`src/rtl/tachyon_fetch_arbiter_if.sv`:
```
// Bundle of fetch-port, RAM-port and status signals shared by the fetch arbiter.
// It also carries the round-robin pointer as a debug observation point.
interface tachyon_fetch_arbiter_if #(
    parameter int NR_PORTS   = 2,
    parameter int ADDR_WIDTH = 32,
    parameter int DATA_WIDTH = 32
);
    localparam int PTR_W = (NR_PORTS > 1) ? $clog2(NR_PORTS) : 1;

    // Handshake: a port's request is taken in the cycle its req_gnt bit is high.
    // The requester holds req_en/req_addr until that cycle. rsp_valid then pulses
    // for exactly one cycle, RAM_LAT cycles later. There is no response backpressure.
    logic [NR_PORTS-1:0]                  req_en;
    logic [NR_PORTS*(ADDR_WIDTH-2)-1:0]   req_addr;
    logic [NR_PORTS-1:0]                  port_mask;
    logic [NR_PORTS-1:0]                  req_gnt;
    logic [NR_PORTS-1:0]                  rsp_valid;
    logic [DATA_WIDTH-1:0]                rsp_data;
    logic                                 ram_rd_en;
    logic [ADDR_WIDTH-3:0]                ram_rd_addr;
    logic [DATA_WIDTH-1:0]                ram_rd_data;
    logic                                 busy;
    logic [PTR_W-1:0]                     dbg_rr_ptr;

    modport master (
        output req_en, req_addr, port_mask, ram_rd_data,
        input  req_gnt, rsp_valid, rsp_data, ram_rd_en, ram_rd_addr, busy, dbg_rr_ptr
    );

    modport slave (
        input  req_en, req_addr, port_mask, ram_rd_data,
        output req_gnt, rsp_valid, rsp_data, ram_rd_en, ram_rd_addr, busy, dbg_rr_ptr
    );
endinterface

```
`src/rtl/tachyon_fetch_arbiter.sv`:
```
// Round-robin arbiter sharing one synchronous-read RAM port between NR_PORTS fetch ports.
// Each response is routed back by a one-hot grant pipeline that matches the RAM latency.
module tachyon_fetch_arbiter #(
    parameter int NR_PORTS   = 2,
    parameter int ADDR_WIDTH = 32,
    parameter int DATA_WIDTH = 32,
    parameter int RAM_LAT    = 1
) (
    input  logic                   clk,
    input  logic                   rst,
    tachyon_fetch_arbiter_if.slave bus
);
    localparam int WA    = ADDR_WIDTH - 2;
    localparam int PTR_W = (NR_PORTS > 1) ? $clog2(NR_PORTS) : 1;

    logic [NR_PORTS-1:0]   eligible;
    logic [NR_PORTS-1:0]   gnt;
    logic [PTR_W-1:0]      gnt_idx;
    logic [PTR_W-1:0]      scan_idx;
    logic [PTR_W-1:0]      rr_ptr;
    logic                  found;
    logic [WA-1:0]         ram_addr;
    logic [DATA_WIDTH-1:0] rd_data;
    logic                  in_flight;
    logic [NR_PORTS-1:0]   rsp_pipe [RAM_LAT];

    assign eligible = bus.req_en & ~bus.port_mask;

    // Scan from rr_ptr upward with wrap. Grants are suppressed while reset is held.
    always_comb begin
        gnt      = '0;
        gnt_idx  = '0;
        scan_idx = '0;
        found    = 1'b0;
        for (int o = 0; o < NR_PORTS; o++) begin
            scan_idx = PTR_W'((int'(rr_ptr) + o) % NR_PORTS);
            if (!found && !rst && eligible[scan_idx]) begin
                gnt[scan_idx] = 1'b1;
                gnt_idx       = scan_idx;
                found         = 1'b1;
            end
        end
    end

    always_comb begin
        ram_addr = '0;
        for (int i = 0; i < NR_PORTS; i++) begin
            if (gnt[i]) ram_addr = bus.req_addr[i*WA +: WA];
        end
    end

    generate
        if (NR_PORTS > 1) begin : g_ptr
            always_ff @(posedge clk or posedge rst) begin
                if (rst)        rr_ptr <= '0;
                else if (found) rr_ptr <= (gnt_idx == PTR_W'(NR_PORTS - 1)) ? '0
                                                                             : gnt_idx + PTR_W'(1);
            end
        end else begin : g_no_ptr
            assign rr_ptr = '0;
        end
    endgenerate

    // Each stage carries the one-hot owner of the RAM read issued that many cycles ago.
    always_ff @(posedge clk or posedge rst) begin
        if (rst) begin
            for (int j = 0; j < RAM_LAT; j++) rsp_pipe[j] <= '0;
        end else begin
            rsp_pipe[0] <= gnt;
            for (int j = 1; j < RAM_LAT; j++) rsp_pipe[j] <= rsp_pipe[j-1];
        end
    end

    always_comb begin
        in_flight = 1'b0;
        for (int j = 0; j < RAM_LAT; j++) in_flight = in_flight | (|rsp_pipe[j]);
    end

    assign rd_data         = bus.ram_rd_data;
    assign bus.req_gnt     = gnt;
    assign bus.ram_rd_en   = |gnt;
    assign bus.ram_rd_addr = ram_addr;
    assign bus.rsp_valid   = rsp_pipe[RAM_LAT-1];
    assign bus.rsp_data    = rd_data;
    assign bus.busy        = in_flight;
    assign bus.dbg_rr_ptr  = rr_ptr;
endmodule
```
`src/flat_wrapper.sv`:
```
// flat-port wrapper written by rule: the top's interface ports become plain ports
module tachyon_fetch_arbiter_flat 
#(
    parameter int NR_PORTS   = 2,
    parameter int ADDR_WIDTH = 32,
    parameter int DATA_WIDTH = 32,
    parameter int RAM_LAT    = 1
)
  (clk, rst, bus_req_en, bus_req_addr, bus_port_mask, bus_ram_rd_data, bus_req_gnt, bus_rsp_valid, bus_rsp_data, bus_ram_rd_en, bus_ram_rd_addr, bus_busy, bus_dbg_rr_ptr);
  tachyon_fetch_arbiter_if #(.NR_PORTS(NR_PORTS), .ADDR_WIDTH(ADDR_WIDTH), .DATA_WIDTH(DATA_WIDTH)) bus_i ();
  input  logic clk;
  input  logic rst;
  input wire logic [$bits(bus_i.req_en)-1:0] bus_req_en;
  input wire logic [$bits(bus_i.req_addr)-1:0] bus_req_addr;
  input wire logic [$bits(bus_i.port_mask)-1:0] bus_port_mask;
  input wire logic [$bits(bus_i.ram_rd_data)-1:0] bus_ram_rd_data;
  output wire logic [$bits(bus_i.req_gnt)-1:0] bus_req_gnt;
  output wire logic [$bits(bus_i.rsp_valid)-1:0] bus_rsp_valid;
  output wire logic [$bits(bus_i.rsp_data)-1:0] bus_rsp_data;
  output wire logic [$bits(bus_i.ram_rd_en)-1:0] bus_ram_rd_en;
  output wire logic [$bits(bus_i.ram_rd_addr)-1:0] bus_ram_rd_addr;
  output wire logic [$bits(bus_i.busy)-1:0] bus_busy;
  output wire logic [$bits(bus_i.dbg_rr_ptr)-1:0] bus_dbg_rr_ptr;
  assign bus_i.req_en = bus_req_en;
  assign bus_i.req_addr = bus_req_addr;
  assign bus_i.port_mask = bus_port_mask;
  assign bus_i.ram_rd_data = bus_ram_rd_data;
  assign bus_req_gnt = bus_i.req_gnt;
  assign bus_rsp_valid = bus_i.rsp_valid;
  assign bus_rsp_data = bus_i.rsp_data;
  assign bus_ram_rd_en = bus_i.ram_rd_en;
  assign bus_ram_rd_addr = bus_i.ram_rd_addr;
  assign bus_busy = bus_i.busy;
  assign bus_dbg_rr_ptr = bus_i.dbg_rr_ptr;
  tachyon_fetch_arbiter #(.NR_PORTS(NR_PORTS), .ADDR_WIDTH(ADDR_WIDTH), .DATA_WIDTH(DATA_WIDTH), .RAM_LAT(RAM_LAT)) u_core (.clk(clk), .rst(rst), .bus(bus_i));
endmodule
```
`config.mk`:
```
export PLATFORM = sky130hd
export DESIGN_NAME = tachyon_fetch_arbiter_flat
export DESIGN_NICKNAME = d
export VERILOG_FILES = /design/src/rtl/tachyon_fetch_arbiter_if.sv /design/src/rtl/tachyon_fetch_arbiter.sv /design/src/flat_wrapper.sv
export SDC_FILE = /design/constraint.sdc
export NUM_CORES = 1
export LEC_CHECK = 0
export CORE_MARGIN = 2
export CORE_UTILIZATION = 19
export DETAILED_ROUTE_END_ITERATION = 16
export PLACE_DENSITY = 0.87
export SLEW_MARGIN = 25
export SYNTH_ARGS = -nofsm -noshare
export SYNTH_HDL_FRONTEND = slang
export SYNTH_SLANG_ARGS = --single-unit
```
`constraint.sdc`:
```
create_clock -name clk -period 2.7 [get_ports clk]
set_input_delay 0.27 -clock clk [delete_from_list [all_inputs] [get_ports clk]]
set_output_delay 0.27 -clock clk [all_outputs]
set_load 0.05 [all_outputs]
```
======== Word level (Yosys, flattened, before mapping) ========
Cells that the tools add are included.
word-level totals
  flip-flop bits (word level) ............. 3
  input bits .............................. 98
  output and inout port bits .............. 69
  logic and storage cells ................. 37
cells by class
  add/subtract/negate cells ............... 2
  magnitude comparators ................... 4
  multiplexer cells ....................... 17
  bitwise gates (word level) .............. 3
  reductions and logical operators ........ 9
operators with widths
  operator                                                    count
  2-to-1 mux 30 bit                                           2
  2-to-1 mux 1 bit                                            11
  logical AND 1 bit                                           5
  less-than comparator 1 x 2 -> 1 bit, second input constant  2
  2-to-1 mux 2 bit                                            2
  OR reduction 2 bit                                          2
  adder 1 bit, second input constant                          2
  bitwise AND 2 bit                                           1
  demux 1 bit (select 1 bit)                                  2
  greater-or-equal comparator 1 bit, second input constant    2
  logical NOT 1 bit                                           2
  NOT 2 bit                                                   1
  OR 2 bit                                                    1

======== Longest topological paths before layout ========
  word-level depth ........................ 12
  depth in mapped cells ................... 4
  depth with buffers taken out ............ 3

======== Least setup slack after synthesis ========
No wires, ideal clock.
  kind .................................... register to output
  from .................................... reg with a tool-made name
  to ...................................... out bus_ram_rd_addr[24]
  arrival time ............................ 1.694 ns
  data required time ...................... 2.430 ns
  setup slack ............................. 0.736 ns
  stages on the path, launching flop included .. 4
  buffers on the path ..................... 1
  path through ............................ dfrtp_1 -> o2111a_2 -> buf_6 -> a22o_1
RTL lines
  item           RTL line            source
  end, declared  flat_wrapper.sv:21  output wire logic [$bits(bus_i.ram_rd_addr)-1:0] bus_ram_rd_addr;

======== Worst setup path after layout ========
  from .................................... in rst
  to ...................................... out bus_ram_rd_addr[18]
between the ends
  word-level cells in the longest chain between the ends .. 9
  elaborated cells between the ends (all ways) .. 11
  classes of those cells .................. mux: 5; bitwise: 1; reduce/logical: 5
RTL lines
  item                            RTL line                     source
  start, declared                 flat_wrapper.sv:12           input logic rst;
  logical NOT 1 bit (*)           tachyon_fetch_arbiter.sv:37  if (!found && !rst && eligible[scan_idx]) begin
  logical AND 1 bit               tachyon_fetch_arbiter.sv:37
  2-to-1 mux 1 bit                tachyon_fetch_arbiter.sv:37
  logical NOT 1 bit               tachyon_fetch_arbiter.sv:37
  logical AND 1 bit (2 in a row)  tachyon_fetch_arbiter.sv:37
  2-to-1 mux 2 bit (*)            tachyon_fetch_arbiter.sv:37
  2-to-1 mux 30 bit               tachyon_fetch_arbiter.sv:48  if (gnt[i]) ram_addr = bus.req_addr[i*WA +: WA];
  2-to-1 mux 30 bit (*)           tachyon_fetch_arbiter.sv:48
Every way passes the cells marked *; elsewhere a longest branch is shown, timed or not.

==> metrics <==
outcome finished, final reports clean; RR Endpoint u_core.bus.rsp_valid[1]; diode count 0; Final TNS setup 0 ns; PwrDens 302.3 nW/um2; post-synthesis cell type count 15; Setup Fix Bufs, Post-CTS 0; First-pass DRT Iterations 2; Place WS 0.4301 ns; Cell Rows 22; Final Max Tran Viols 0; core outline area 3716 um2; final hold vios 0; syn avg cell area 9.175 um2; reg2reg path depth 1; largest net degree at the start of global routing 33; Synth top area share 32.32%; Die Width 66.55 um; synthesized area 743.2 um2; MaxCap Viol Count 0; worst setup margin 0.4264 ns; worst endpoint data arrival time 2.00 ns; Syn. warnings 0; DP Area 1859 um2; All-Layer GR Usage 13.49%; critical path startpoint category primary input; min cycle time layout 2.274 ns; clk_lat worst skew 0.22 ns; Tcrit/Tclk final 84.21%; first-pass GRT wire length 4554 um; WP data required 2.43 ns; CTS resizes 0; Root Buffer clkbuf_8; final WL 3077 um; synth top area cells buf_4 32%, a22o_1 28%, dfrtp_1 10%; final setup fails 0; DRC 0; dpl hpwl 2535 um; vias in the first global route 983; vias per std cell 4.565; worst ir drop on vdd 0.3763 mV; worst-margin pin slew 0.6148 ns; CP max FO 32; hold_buf cts 0; initial antenna violation count 0; f_max 439.8 MHz; largest area contributor in the netlist buf_4; layout cells sized above 1 32.24%; hold crit path type in -> async; design area 1904 um2; grt total ovfl 0; reg-to-reg setup timing slack 1.41 ns; RSZ-0062 raised after global routing false; cells after synthesis 81; Starting Density 20.00%; H-Tree Depth 1; Boundary Pins 167; Placer Congestion 0.7003; clk sinks 3; clock transition at the registers of the reported paths 0.03 ns; Die Span Y 66.55 um; CTS tree done; WL/cell 15.39 um; Total Nets Final 251; FF+latch count, synth 3; leakage power 0.7622 nW; Worst Skew 0.0005106 ns; Die ar. 4428 um2; TritonCTS Buffers 3; Crit Path Category in -> out; P&R area growth vs syn 156.2%; Seq/Total Area, Yosys 10.10%; Max Buffers Root-to-Sink 2; 1st-iter DRT viols 8; endpoint class of the critical path output pin; number of port buffers 102; antenna viol nets, final 0; relative slew slack 59.02%; routed via count 913; Mapped Nets 179
==> power by group <==
part	switching, mW	internal (mW)	total [mW]
clock network	0.0312	0.101	0.132
registers	0.00776	0.0502	0.0580
logic	0.177	0.209	0.386
total	0.216	0.360	0.576
==> cells in the final DEF (no fill, tap or decap), types with 3 or more instances in the layout <==
master,n
a22o_1,24
a22o_2,6
buf_12,32
buf_4,3
clkbuf_8,3
clkdlybuf4s50_1,70
dfrtp_1,3
==> worst max-delay path by stage <==
stage / start / endpoint / cells past startpoint
2_1_floorplan: flip-flop / bus_ram_rd_addr[24] / 3
3_3_place_gp: rst / bus_ram_rd_addr[21] / 5
3_5_place_dp: rst / bus_ram_rd_addr[11] / 5
4_1_cts: rst / bus_ram_rd_addr[18] / 5
5_1_grt: rst / bus_ram_rd_addr[19] / 5
6_report: rst / bus_ram_rd_addr[18] / 5
==> routing by layer <==
layer	vias up	track usage [%]	wire (um)
li1	416	-	-
met3	14	3.716	338
met4	0	5.867	68
met5	-	0	0
met1	418	11.69	1008
met2	65	27.88	1661
==> stage by stage <==
| step | utilization (%) | hold WS [ns] | instances | power, mW |
|---|---|---|---|---|
| after floorplan | - | 0.01186 | 81 | 0.3490 |
| after global placement | 50.03 | 0.5403 | 196 | 0.4418 |
| after detailed placement | 50.03 | 0.5403 | 196 | 0.4454 |
| after CTS | 51.25 | 0.3880 | 200 | 0.5816 |
| after global routing | 51.25 | 0.4146 | 200 | 0.5979 |
| final | 51.25 | 0.3873 | 200 | 0.5756 |
==> cells by family (layout without fill, tap and decap cells) <==
logic type,count (synthesis),count (layout),synth area share [%]
AOI/OAI and AO/OA,35,35,43.94
DFF,3,3,10.10
and+or+nand+nor,3,3,3.536
buffers and inverters,40,111,42.42
==> synthesized netlist by cell type <==
| cell | n |
|---|---|
| a21oi_1 | 1 |
| a22o_1 | 24 |
| a22o_2 | 6 |
| a311oi_4 | 1 |
| buf_4 | 32 |
| buf_6 | 6 |
| dfrtp_1 | 3 |
| inv_1 | 1 |
| inv_2 | 1 |
| nand2b_1 | 1 |
| nand2b_4 | 1 |
| o2111a_2 | 1 |
| o21ai_0 | 1 |
| o31ai_1 | 1 |
| or2_2 | 1 |
==> worst max-delay path: stages <==
cell and delay [ns]:
clkdlybuf4s50_1 0.52, inv_2 0.14, o2111a_2 0.63, a22o_1 0.28, buf_12 0.15
==> cell type report <==
cell class | count | area [um2]
inverter | 2 | 7.507
timing repair buffer | 105 | 1364
sequential | 3 | 75.07
fill | 335 | 1812
multi-input combinational | 38 | 352.8
tap | 48 | 60.06
clock buffer | 4 | 45.04
(Power assumes the default switching activity.)
